File: config.mk
export PLATFORM = sky130hd
export DESIGN_NAME = lsu_align_flat
export DESIGN_NICKNAME = d
export VERILOG_FILES = /design/src/rtl/lsu_align_if.sv /design/src/rtl/lsu_align.sv /design/src/flat_wrapper.sv
export SDC_FILE = /design/constraint.sdc
export NUM_CORES = 1
export LEC_CHECK = 0
export CORE_MARGIN = 4
export CORE_UTILIZATION = 40
export CTS_CLUSTER_SIZE = 10
export DETAILED_ROUTE_END_ITERATION = 12
export GPL_ROUTABILITY_DRIVEN = 0
export HOLD_SLACK_MARGIN = 0.1
export PLACE_DENSITY_LB_ADDON = 0.3
export SLEW_MARGIN = 20
export SYNTH_ARGS = -nofsm -noshare
export SYNTH_HDL_FRONTEND = slang
export SYNTH_SLANG_ARGS = --single-unit
File: constraint.sdc
create_clock -name clk -period 4.82 [get_ports clk]
set_input_delay 0.964 -clock clk [delete_from_list [all_inputs] [get_ports clk]]
set_output_delay 0.964 -clock clk [all_outputs]
set_load 0.01 [all_outputs]
File: src/rtl/lsu_align_if.sv
// lsu_align_if: core request/response and word-memory bus of the aligner.
// slave = aligner side; master = core plus data memory side.
interface lsu_align_if #(
  parameter int WORD_AW = 18
);
  logic               req_valid;
  logic               req_ready;
  logic               req_we;
  logic [1:0]         req_size;
  logic               req_unsigned;
  logic [31:0]        req_addr;
  logic [31:0]        req_wdata;
  logic               resp_valid;
  logic [31:0]        resp_rdata;
  logic               resp_err;
  logic               mem_req;
  logic               mem_we;
  logic [WORD_AW-1:0] mem_addr;
  logic [3:0]         mem_be;
  logic [31:0]        mem_wdata;
  logic [31:0]        mem_rdata;

  modport slave (
    input  req_valid, req_we, req_size,
    input  req_unsigned, req_addr, req_wdata,
    input  mem_rdata,
    output req_ready, resp_valid,
    output resp_rdata, resp_err,
    output mem_req, mem_we, mem_addr,
    output mem_be, mem_wdata
  );

  modport master (
    output req_valid, req_we, req_size,
    output req_unsigned, req_addr, req_wdata,
    output mem_rdata,
    input  req_ready, resp_valid,
    input  resp_rdata, resp_err,
    input  mem_req, mem_we, mem_addr,
    input  mem_be, mem_wdata
  );
endinterface

File: src/rtl/lsu_align.sv
// lsu_align: byte/half/word load-store aligner onto a word-organised memory.
// Ports: clk, rst_n (sync, active low), bus (lsu_align_if.slave).
module lsu_align #(
  parameter int WORD_AW     = 18,
  parameter bit MISALIGN_EN = 1'b1
) (
  input  logic       clk,
  input  logic       rst_n,
  lsu_align_if.slave bus
);

  typedef enum logic [2:0] {
    IDLE,
    ACC0,
    ACC1,
    WAIT,
    RESP
  } state_e;

  state_e state_q;

  logic               ready_q;
  logic               resp_valid_q;
  logic               resp_err_q;
  logic [31:0]        resp_rdata_q;
  logic               mem_req_q;
  logic               mem_we_q;
  logic [WORD_AW-1:0] mem_addr_q;
  logic [3:0]         mem_be_q;
  logic [31:0]        mem_wdata_q;

  logic               we_q;
  logic               uns_q;
  logic               split_q;
  logic [1:0]         size_q;
  logic [1:0]         off_q;
  logic [WORD_AW-1:0] waddr_q;
  logic [3:0]         be1_q;
  logic [31:0]        wd1_q;
  logic [31:0]        rdata0_q;

  logic [1:0]         in_off;
  logic [2:0]         in_n;
  logic [3:0]         in_base;
  logic [7:0]         in_be;
  logic [63:0]        in_wd;
  logic               in_split;
  logic               in_err;
  logic [WORD_AW-1:0] in_waddr;

  // Lanes and data are placed across a two-word window: the low
  // word is part0 (or the whole access), the high word is part1.
  always_comb begin
    in_off   = bus.req_addr[1:0];
    in_waddr = bus.req_addr[WORD_AW+1:2];
    in_n     = 3'd1;
    in_base  = 4'b0001;
    case (bus.req_size)
      2'b01: begin
        in_n    = 3'd2;
        in_base = 4'b0011;
      end
      2'b10: begin
        in_n    = 3'd4;
        in_base = 4'b1111;
      end
      default: begin
        in_n    = 3'd1;
        in_base = 4'b0001;
      end
    endcase
    in_be    = {4'b0000, in_base} << in_off;
    in_wd    = {32'h0, bus.req_wdata} << {in_off, 3'b000};
    in_split = ({1'b0, in_off} + in_n) > 3'd4;
    in_err   = (bus.req_size == 2'b11) ||
               (!MISALIGN_EN && in_split);
  end

  logic [63:0] ld_pair;
  logic [31:0] ld_sh;
  logic [31:0] ld_ext;

  // In WAIT, mem_rdata holds the last word read: the only word of an
  // aligned load, or the upper word of a split one.
  always_comb begin
    ld_pair = split_q ? {bus.mem_rdata, rdata0_q}
                      : {32'h0, bus.mem_rdata};
    ld_sh   = ld_pair[{off_q, 3'b000} +: 32];
    case (size_q)
      2'b00:   ld_ext = {{24{~uns_q & ld_sh[7]}}, ld_sh[7:0]};
      2'b01:   ld_ext = {{16{~uns_q & ld_sh[15]}}, ld_sh[15:0]};
      default: ld_ext = ld_sh;
    endcase
  end

  always_ff @(posedge clk) begin
    if (!rst_n) begin
      state_q      <= IDLE;
      ready_q      <= 1'b1;
      resp_valid_q <= 1'b0;
      resp_err_q   <= 1'b0;
      resp_rdata_q <= '0;
      mem_req_q    <= 1'b0;
      mem_we_q     <= 1'b0;
      mem_addr_q   <= '0;
      mem_be_q     <= '0;
      mem_wdata_q  <= '0;
      we_q         <= 1'b0;
      uns_q        <= 1'b0;
      split_q      <= 1'b0;
      size_q       <= '0;
      off_q        <= '0;
      waddr_q      <= '0;
      be1_q        <= '0;
      wd1_q        <= '0;
      rdata0_q     <= '0;
    end else begin
      resp_valid_q <= 1'b0;
      resp_err_q   <= 1'b0;
      mem_req_q    <= 1'b0;
      mem_we_q     <= 1'b0;
      mem_be_q     <= '0;
      unique case (state_q)
        IDLE: begin
          if (bus.req_valid && ready_q) begin
            ready_q <= 1'b0;
            we_q    <= bus.req_we;
            uns_q   <= bus.req_unsigned;
            size_q  <= bus.req_size;
            off_q   <= in_off;
            waddr_q <= in_waddr;
            split_q <= in_split;
            be1_q   <= in_be[7:4];
            wd1_q   <= in_wd[63:32];
            if (in_err) begin
              state_q      <= RESP;
              resp_valid_q <= 1'b1;
              resp_err_q   <= 1'b1;
            end else begin
              state_q     <= ACC0;
              mem_req_q   <= 1'b1;
              mem_we_q    <= bus.req_we;
              mem_addr_q  <= in_waddr;
              mem_be_q    <= in_be[3:0];
              mem_wdata_q <= in_wd[31:0];
            end
          end
        end
        ACC0: begin
          if (split_q) begin
            state_q     <= ACC1;
            mem_req_q   <= 1'b1;
            mem_we_q    <= we_q;
            mem_addr_q  <= waddr_q + 1'b1;
            mem_be_q    <= be1_q;
            mem_wdata_q <= wd1_q;
          end else if (we_q) begin
            state_q      <= RESP;
            resp_valid_q <= 1'b1;
          end else begin
            state_q <= WAIT;
          end
        end
        ACC1: begin
          if (we_q) begin
            state_q      <= RESP;
            resp_valid_q <= 1'b1;
          end else begin
            rdata0_q <= bus.mem_rdata;
            state_q  <= WAIT;
          end
        end
        WAIT: begin
          state_q      <= RESP;
          resp_valid_q <= 1'b1;
          resp_rdata_q <= ld_ext;
        end
        RESP: begin
          state_q <= IDLE;
          ready_q <= 1'b1;
        end
        default: begin
          state_q <= IDLE;
          ready_q <= 1'b1;
        end
      endcase
    end
  end

  assign bus.req_ready  = ready_q;
  assign bus.resp_valid = resp_valid_q;
  assign bus.resp_err   = resp_err_q;
  assign bus.resp_rdata = resp_rdata_q;
  assign bus.mem_req    = mem_req_q;
  assign bus.mem_we     = mem_we_q;
  assign bus.mem_addr   = mem_addr_q;
  assign bus.mem_be     = mem_be_q;
  assign bus.mem_wdata  = mem_wdata_q;

endmodule

File: src/flat_wrapper.sv
// flat-port wrapper written by rule: the top's interface ports become plain ports
module lsu_align_flat 
#(
  parameter int WORD_AW     = 18,
  parameter bit MISALIGN_EN = 1'b1
)
  (clk, rst_n, bus_req_valid, bus_req_we, bus_req_size, bus_req_unsigned, bus_req_addr, bus_req_wdata, bus_mem_rdata, bus_req_ready, bus_resp_valid, bus_resp_rdata, bus_resp_err, bus_mem_req, bus_mem_we, bus_mem_addr, bus_mem_be, bus_mem_wdata);
  lsu_align_if #(.WORD_AW(WORD_AW)) bus_i ();
  input  logic clk;
  input  logic rst_n;
  input wire logic [$bits(bus_i.req_valid)-1:0] bus_req_valid;
  input wire logic [$bits(bus_i.req_we)-1:0] bus_req_we;
  input wire logic [$bits(bus_i.req_size)-1:0] bus_req_size;
  input wire logic [$bits(bus_i.req_unsigned)-1:0] bus_req_unsigned;
  input wire logic [$bits(bus_i.req_addr)-1:0] bus_req_addr;
  input wire logic [$bits(bus_i.req_wdata)-1:0] bus_req_wdata;
  input wire logic [$bits(bus_i.mem_rdata)-1:0] bus_mem_rdata;
  output wire logic [$bits(bus_i.req_ready)-1:0] bus_req_ready;
  output wire logic [$bits(bus_i.resp_valid)-1:0] bus_resp_valid;
  output wire logic [$bits(bus_i.resp_rdata)-1:0] bus_resp_rdata;
  output wire logic [$bits(bus_i.resp_err)-1:0] bus_resp_err;
  output wire logic [$bits(bus_i.mem_req)-1:0] bus_mem_req;
  output wire logic [$bits(bus_i.mem_we)-1:0] bus_mem_we;
  output wire logic [$bits(bus_i.mem_addr)-1:0] bus_mem_addr;
  output wire logic [$bits(bus_i.mem_be)-1:0] bus_mem_be;
  output wire logic [$bits(bus_i.mem_wdata)-1:0] bus_mem_wdata;
  assign bus_i.req_valid = bus_req_valid;
  assign bus_i.req_we = bus_req_we;
  assign bus_i.req_size = bus_req_size;
  assign bus_i.req_unsigned = bus_req_unsigned;
  assign bus_i.req_addr = bus_req_addr;
  assign bus_i.req_wdata = bus_req_wdata;
  assign bus_i.mem_rdata = bus_mem_rdata;
  assign bus_req_ready = bus_i.req_ready;
  assign bus_resp_valid = bus_i.resp_valid;
  assign bus_resp_rdata = bus_i.resp_rdata;
  assign bus_resp_err = bus_i.resp_err;
  assign bus_mem_req = bus_i.mem_req;
  assign bus_mem_we = bus_i.mem_we;
  assign bus_mem_addr = bus_i.mem_addr;
  assign bus_mem_be = bus_i.mem_be;
  assign bus_mem_wdata = bus_i.mem_wdata;
  lsu_align #(.WORD_AW(WORD_AW), .MISALIGN_EN(MISALIGN_EN)) u_core (.clk(clk), .rst_n(rst_n), .bus(bus_i));
endmodule
**Word level (Yosys, flattened, before mapping)**

Index checks and enable logic that the tools add are counted.

- Register bits: 187
- Output and inout bits: 91
- Logic and storage cells: 86
- Input port bits: 103

- Order comparisons: 1
- Multiplexer cells: 36
- Equality and inequality tests: 10
- Shifts and indexed selects: 3
- Bitwise logic cells: 5
- Add/subtract/negate cells: 2
- Reductions and logical operators: 10

Operators with widths:

| kind | number |
|---|---|
| $pmux 32 s2 | 2 |
| $mux 32 | 3 |
| $mux 64 | 1 |
| $shiftx 64x6->32 | 1 |
| $shl 32x5->64 | 1 |
| $mux 18 | 3 |
| $pmux 18 s2 | 1 |
| $add 18x1->18 const B | 1 |
| $pmux 4 s2 | 2 |
| $mux 3 | 4 |
| $mux 4 | 3 |
| $pmux 3 s4 | 1 |
| $mux 1 | 11 |
| $reduce_and 2->1 | 4 |
| $shl 4x2->8 | 1 |
| $eq 3x2->1 const B | 2 |
| $pmux 1 s2 | 3 |
| $pmux 3 s2 | 1 |
| $eq 2x1->1 const B | 2 |
| $eq 2x2->1 const B | 2 |
| $ne 2x1->1 const B | 2 |
| $pmux 1 s4 | 1 |
| $reduce_and 4->1 | 1 |
| $add 2x3->3 | 1 |
| 10 further kinds | 13 |

**Longest topological paths before layout**

Gate-level depths: netlist of the first run.

- Depth after elaboration: 6
- Gate-level depth with buffers: 9
- Gate-level depth less buffers: 9

**Worst setup path after synthesis of the first run**

Ideal clock, no wire load.

- Kind: input-to-reg
- Start point: input bus_req_size[0]
- End point: register u_core.mem_wdata_q[22], in the netlist u_core.bus.mem_wdata[22]
- Stages on the path: 6
- Buffers on the path: 1
- Setup time: 0.070 ns
- Required time: 4.750 ns
- Arrival time: 2.375 ns
- Setup slack: 2.374 ns
- Cells stage by stage: ha_1 nor4b_4 nor2_2 buf_2 a311o_1 a21oi_1

- Word-level cells in the longest chain between the ends: 3

Ends and longest elaborated chain:

| what | RTL line | text |
|---|---|---|
| from (decl) | flat_wrapper.sv:13 | `input wire logic [$bits(bus_i.req_size)-1:0] bus_req_size;` |
| $eq 2x2->1 | lsu_align.sv:75 | `in_err = (bus.req_size == 2'b11) \|\|` |
| $ne 2x2->1 (no line) | n/a |  |
| $reduce_and 4->1 (no line) | n/a |  |
| to (signal assigned) | lsu_align.sv:145 | `mem_wdata_q <= in_wd[31:0];` |
| to (signal assigned) | lsu_align.sv:156 | `mem_wdata_q <= wd1_q;` |
| to (decl) | lsu_align.sv:30 | `logic [31:0] mem_wdata_q;` |

Every way passes these cells.
A chain may end at the register's enable or synchronous reset.

**Worst setup path after layout of the first run**

- Start point: input bus_req_size[0]
- End point: register u_core.mem_addr_q[5], in the netlist u_core.bus.mem_addr[5]

- Word-level cells in the longest chain between the ends: 3

Ends and longest elaborated chain:

| what | RTL line | text |
|---|---|---|
| $eq 2x2->1 | lsu_align.sv:75 |  |
| $ne 2x2->1 (no line) | n/a |  |
| $reduce_and 4->1 (no line) | n/a |  |
| to (signal assigned) | lsu_align.sv:143 | `mem_addr_q <= in_waddr;` |
| to (signal assigned) | lsu_align.sv:154 | `mem_addr_q <= waddr_q + 1'b1;` |
| to (decl) | lsu_align.sv:28 | `logic [WORD_AW-1:0] mem_addr_q;` |

Every way passes these cells.

==> results of run 1 <==
## power groups by stage
stage | Sequential (mW) | Combinational [mW] | Clock, mW
after detailed placement | 1.70 | 0.884 | 0
after CTS | 1.67 | 0.889 | 1.38
after global routing | 1.68 | 0.969 | 1.45
final | 1.67 | 0.889 | 1.36
after floorplan | 1.69 | 0.534 | 0
after global placement | 1.70 | 0.877 | 0
## cell families (layout without fill, tap and decap cells)
logic type	after synthesis	in the layout	synth area share, %
and+or+nand+nor	389	389	18.92
AOI/OAI and AO/OA	297	297	21.75
DFF	178	178	39.97
buffers and inverters	107	243	5.193
muxes	89	89	11.52
xor gates and xnor gates	16	16	1.572
adders and majority gates	7	7	1.067
## final cells by class
class	instances	area, µm²
Inverter	12	47.55
Timing Repair Buffer	199	1947
Multi-Input combinational cell	798	4912
Tap cell	280	350.3
Clock buffer	17	425.4
Clock inverter	15	142.6
Sequential cell	178	3565
Fill cell	2069	10500
## sequential cells by signal (all words and copies together), names as in the netlist, 2 cells and up
| name | cells |
|---|---|
| u_core.size_q | 2 |
| u_core.bus.mem_be | 4 |
| u_core.bus.resp_rdata | 32 |
| u_core.bus.mem_addr | 18 |
| u_core.wd1_q | 24 |
| u_core.waddr_q | 18 |
| u_core.bus.mem_wdata | 32 |
| u_core.rdata0_q | 32 |
| u_core.off_q | 2 |
| u_core.state_q | 3 |
| u_core.be1_q | 3 |
## how the worst max path moves through the flow
stage,from,endpoint,cells after the start
3_3_place_gp,bus_req_size[0],u_core.bus.mem_addr[5],7
4_1_cts,bus_req_size[0],u_core.bus.mem_addr[5],7
5_1_grt,bus_req_size[0],u_core.bus.mem_addr[5],7
3_5_place_dp,bus_req_size[0],u_core.bus.mem_addr[5],7
6_report,bus_req_size[0],u_core.bus.mem_addr[5],7
2_1_floorplan,bus_req_size[0],u_core.bus.mem_wdata[22],6
## synthesized netlist by cell type (all sizes together) (3+ instances only)
library cell,count,area share [%]
nand2,197,8.3
dfxtp,178,40
a21oi,120,6.7
nor2,81,3.5
clkbuf,59,2.5
mux2i,52,5.8
o21ai,42,2.5
a211oi,40,3.4
nand3,40,2.2
buf,36,2.2
nor3,31,1.7
mux2,29,3.7
nor2b,17,1.2
a221oi,16,1.6
o211ai,16,1.3
a31oi,12,1.0
inv,12,0.51
xnor2,12,1.2
a22oi,10,0.84
a311oi,9,1.4
a311o,8,0.90
mux4,8,2.0
o22ai,8,0.56
o22a,7,0.69
ha,6,0.84
nand2b,4,0.28
nor4,4,0.35
xor2,4,0.39
nand4,3,0.21
## metal layers
layer  vias up  part of all wire, %  wire length [µm]
li1       4129                    -                 -
met1      3954                   42             11720
met2       322                   47             13010
met3        41                  8.1              2233
met4         2                  2.2               608
met5         -                0.047                13
## worst max-delay path, cell delays in order
cell             delay (ns)
clkdlybuf4s50_1        0.54
ha_1                   0.40
nor4b_4                0.10
nor2_2                 0.78
buf_4                  0.35
nor2_1                 0.07
o2bb2ai_1              0.16
## per-stage QoR
stage / power (mW) / hold WS [ns] / setup slack [ns] / utilization (%)
floorplan: 2.223 / 0.4318 / 2.374 / -
global placement: 2.573 / 0.4392 / 1.340 / 49.42
detailed placement: 2.582 / 0.4434 / 1.308 / 49.43
CTS: 3.939 / 0.4534 / 1.752 / 52.02
global route: 4.096 / 0.4686 / 1.614 / 52.03
finish: 3.912 / 0.4513 / 1.742 / 52.03
==> impl_metrics.json, run 1 <==
{
  "status": "completed",
  "synthArstFlopShare_pct": 0,
  "cts_hold_buf": 0,
  "slew_headroom_pct": 33.11,
  "finalMaxSlewViolations": 0,
  "r2r_slack_ns": 2.07,
  "worst_pin_slew_ns": 1.002,
  "final_cell_area_mm2": 0.01139,
  "r2r_start": "u_core.state_q[1]",
  "start_util_pct": 40.72,
  "final_layout_size_suffix_gt1_share_pct": 9.106,
  "p_per_area_mw_per_mm2": 343.5,
  "synth-edff-count": 0,
  "busiest_layer": "met2",
  "hpwl_um": 18620,
  "crit_fanout": 20,
  "met1_usage_pct": 28.76,
  "overflow": 0,
  "start_kind": "primary input",
  "finalNetCount": 1316,
  "core_area_mm2": 0.02189,
  "htreeDepth": 4,
  "antenna_found_initial": 1,
  "whs_path_depth": 2,
  "met2_usage_pct": 35.36,
  "drt.antenna.violating_nets": 0,
  "cts-resized-gates": 0,
  "die_w_um": 157.3,
  "synth_area_mm2": 0.008915,
  "fin_crit_ns": 3.078,
  "dr_total_vias": 8448,
  "grt_max_degree": 85,
  "fin_skew_ns": 0.01318,
  "drv_cap": 0,
  "fin_crit_sh_pct": 63.86,
  "grt_pass1_wl_um": 42990,
  "ys.warnings.count": 0,
  "grt_pass1_vias": 7885,
  "post_drt_via_cell_ratio": 5.636,
  "post_cts.repair.setup_buffers": 0,
  "cts_tree": "built",
  "met3_usage_pct": 5.472,
  "worstSetupPathType": "in -> reg",
  "die_h_um": 157.3,
  "pwr-share-comb_pct": 22.7,
  "clk_pin_slew_ns": 0.07,
  "drcViolationCount": 0,
  "row_count": 54,
  "crit_required_ns": 5.12,
  "clock-sinks": 178,
  "max_freq_mhz": 324.9,
  "seqPwrFrac_pct": 42.6,
  "wire_per_inst_um": 18.41,
  "drtIter0Drc": 589,
  "layout_commonest_cell": "nand2_1",
  "yosysUniqueCellTypes": 56,
  "p_sw_share_pct": 32.11,
  "hold_start": "u_core.wd1_q[12]",
  "rsz0062_at_grt": "false",
  "setup_viol": 0,
  "peakVddDrop_v": 0.0002542,
  "final_cell_mix": "196 x nand2_1, 181 x clkdlybuf4s50_1, 177 x dfxtp_1",
  "root_buffer": "clkbuf_16",
  "grt_usage_pct": 21.85,
  "clk_latency_ns": 0.44,
  "cts_inserted_buffers": 17,
  "cellLeakagePower_nw": 3.834,
  "rr_worst_depth": 7,
  "hold_class": "reg -> reg",
  "yosys_most_used_dff": "dfxtp_1",
  "clkPwrFrac_pct": 34.7,
  "die_area_mm2": 0.02474,
  "final_cell_count_no_fill": 1499,
  "n_antenna_cell": 0,
  "port_buffers": 181,
  "routed_wl_um": 27590,
  "synthCells": 1083,
  "fin_setup_tns_ns": 0,
  "worst_setup_path_end_kind": "flip-flop",
  "synth_seq_area_share_pct": 39.97,
  "place_area_mm2": 0.01082,
  "hold_violations": 0,
  "hold_end": "u_core.wd1_q[12]",
  "cts_max_path_buffers": 2,
  "synthToLayoutAreaGrowth_pct": 27.76,
  "power.switching_mw": 1.256,
  "syn_area_per_cell_um2": 8.232,
  "critPathArrivalTime_ns": 3.38,
  "io_pins": 194,
  "placed_cells": 1467,
  "drt-pass1-iter-count": 5,
  "internal_power_mw": 2.656,
  "syn_nets": 1193,
  "ys_ff_latch": 178,
  "rr_endpoint": "u_core.bus.mem_addr[5]"
}
Note: power is estimated with default switching activity, not from simulation.
==> inputs of run 2 (changes only) <==
==> constraint.sdc (replaced) <==
create_clock -name clk -period 3.17 [get_ports clk]
set_input_delay 0.634 -clock clk [delete_from_list [all_inputs] [get_ports clk]]
set_output_delay 0.634 -clock clk [all_outputs]
set_load 0.01 [all_outputs]
==> run 2 against run 1 <==
Compared with the run above:
- critical path depth unchanged
- cell area up 1.2%
- first-iteration DRC count down 3.6%
- final cell count up 0.53%
- register-to-register slack worse by 1.3 ns
- core utilization up 0.60 points
- via count up 0.14%
- sequential power up 51%
- power up 55%
- worst hold slack about the same
- non-clock buffer count up 8
- clock power up 57%
- critical endpoint unchanged
==> impl_metrics.json, run 2 (synthesized netlist as in run 1, its figures left out) <==
{
  "status": "completed",
  "worst_setup_path_end_kind": "flip-flop",
  "critPathArrivalTime_ns": 2.85,
  "max_freq_mhz": 395.1,
  "drt.antenna.violating_nets": 0,
  "slew_headroom_pct": 29.26,
  "post-route-util_pct": 52.63,
  "root_buffer": "clkbuf_16",
  "synthToLayoutAreaGrowth_pct": 29.23,
  "cts_hold_buf": 0,
  "critPathSlowestCell": "nor2_2",
  "rr_endpoint": "u_core.bus.mem_wdata[6]",
  "overflow": 0,
  "met2_length_um": 13180,
  "start_util_pct": 40.72,
  "hpwl_um": 18840,
  "final_cell_mix": "197 x nand2_1, 181 x clkdlybuf4s50_1, 177 x dfxtp_1",
  "post_drt_via_cell_ratio": 5.614,
  "setup_viol": 0,
  "finalNetCount": 1324,
  "worstSetupPathType": "in -> reg",
  "place_area_mm2": 0.01093,
  "cts_max_path_buffers": 2,
  "drcViolationCount": 0,
  "clk_pin_slew_ns": 0.07,
  "n_antenna_cell": 0,
  "final_cell_area_mm2": 0.01152,
  "route.met3.wl_um": 2167,
  "cellLeakagePower_nw": 3.910,
  "worst_pin_slew_ns": 1.060,
  "htreeDepth": 4,
  "drtIter0Drc": 568,
  "wirelength_met1_um": 11710,
  "ff_latch_area_mm2": 0.003565,
  "r2r_slack_ns": 0.78,
  "top_layer_used": "met5",
  "peakVddDrop_v": 0.0003120,
  "grt_usage_pct": 22.06,
  "cts_tree": "built",
  "die_h_um": 157.3,
  "antenna_found_initial": 1,
  "drv_cap": 0,
  "fin_crit_ns": 2.531,
  "hold_start": "u_core.rdata0_q[7]",
  "crit_required_ns": 3.49,
  "post_cts.repair.setup_buffers": 0,
  "clock-sinks": 178,
  "wire_per_inst_um": 18.39,
  "dr_total_vias": 8460,
  "hold_end": "u_core.rdata0_q[7]",
  "die_area_mm2": 0.02474,
  "slowest_delay_ns": 0.82,
  "final_layout_size_suffix_gt1_share_pct": 9.617,
  "drt-pass1-iter-count": 7,
  "p_per_area_mw_per_mm2": 524.7,
  "fin_setup_tns_ns": 0,
  "hold_violations": 0,
  "grt_max_degree": 55,
  "clk_latency_ns": 0.43,
  "crit_chain": "clkdlybuf4s50_1, ha_1, nor4b_4, nor2_2, buf_4, nor2_1, o2bb2ai_1",
  "rr_worst_depth": 7,
  "whs_path_depth": 2,
  "hold_class": "reg -> reg",
  "core_area_mm2": 0.02189,
  "grt_pass1_wl_um": 43550,
  "cts_inserted_buffers": 17,
  "multi_input_area_mm2": 0.004910,
  "fin_skew_ns": 0.01114,
  "grt_pass1_vias": 8042,
  "io_pins": 194,
  "r2r_start": "u_core.state_q[0]",
  "rsz0062_at_grt": "false",
  "routed_wl_um": 27720,
  "finalMaxSlewViolations": 0,
  "layout_commonest_cell": "nand2_1",
  "crit_fanout": 22,
  "nFillCells": 2107,
  "cts-resized-gates": 0,
  "die_w_um": 157.3,
  "port_buffers": 181,
  "row_count": 54,
  "fin_crit_sh_pct": 79.85,
  "start_kind": "primary input"
}
run 2: worst max path at each step:
stage	start	endpoint	cells past startpoint	slack, ns
floorplan	bus_req_size[0]	u_core.bus.mem_wdata[22]	6	1.05
global placement	bus_req_size[0]	u_core.bus.mem_addr[5]	7	0.24
detailed placement	bus_req_size[0]	u_core.bus.mem_addr[5]	7	0.14
CTS	bus_req_size[0]	u_core.bus.mem_addr[5]	7	0.61
global route	bus_req_size[1]	u_core.bus.mem_addr[5]	7	0.51
finish	bus_req_size[0]	u_core.bus.mem_addr[5]	7	0.64
run 2: critical path, delay by kind of cell:
kind                     cells  cell delay (ns)
buffers and inverters        2             0.86
AO/OA/AOI/OAI                1             0.14
AND/OR/NAND/NOR              3             0.96
adder cells (fa/ha/maj)      1             0.24
run 2: final cells by class:
cell class,count,area share (%)
Tap cell,280,3.041
Clock inverter,15,1.444
Sequential cell,178,30.94
Clock buffer,17,3.692
Inverter,12,0.4127
Multi-Input combinational cell,798,42.62
Timing Repair Buffer,207,17.85
run 2: metrics by stage:
stage	hold WS, ns	power (mW)	instances	setup WS, ns
2_1_floorplan	0.4318	3.379	1083	1.054
3_3_place_gp	0.4389	3.934	1475	0.2379
3_5_place_dp	0.4436	3.948	1475	0.1374
4_1_cts	0.4531	6.080	1507	0.6071
5_1_grt	0.4647	6.325	1507	0.5138
6_report	0.4516	6.045	1507	0.6387
run 2: routing by layer:
layer / track usage [%] / vias up
met3: 5.884 / 39
li1: - / 4130
met4: 7.251 / 2
met5: 0 / -
met2: 36.13 / 303
met1: 28.37 / 3986
run 2: power by group:
part	switching (mW)	internal, mW
clock	1.02	1.13
combinational	0.765	0.613
sequential	0.132	2.39
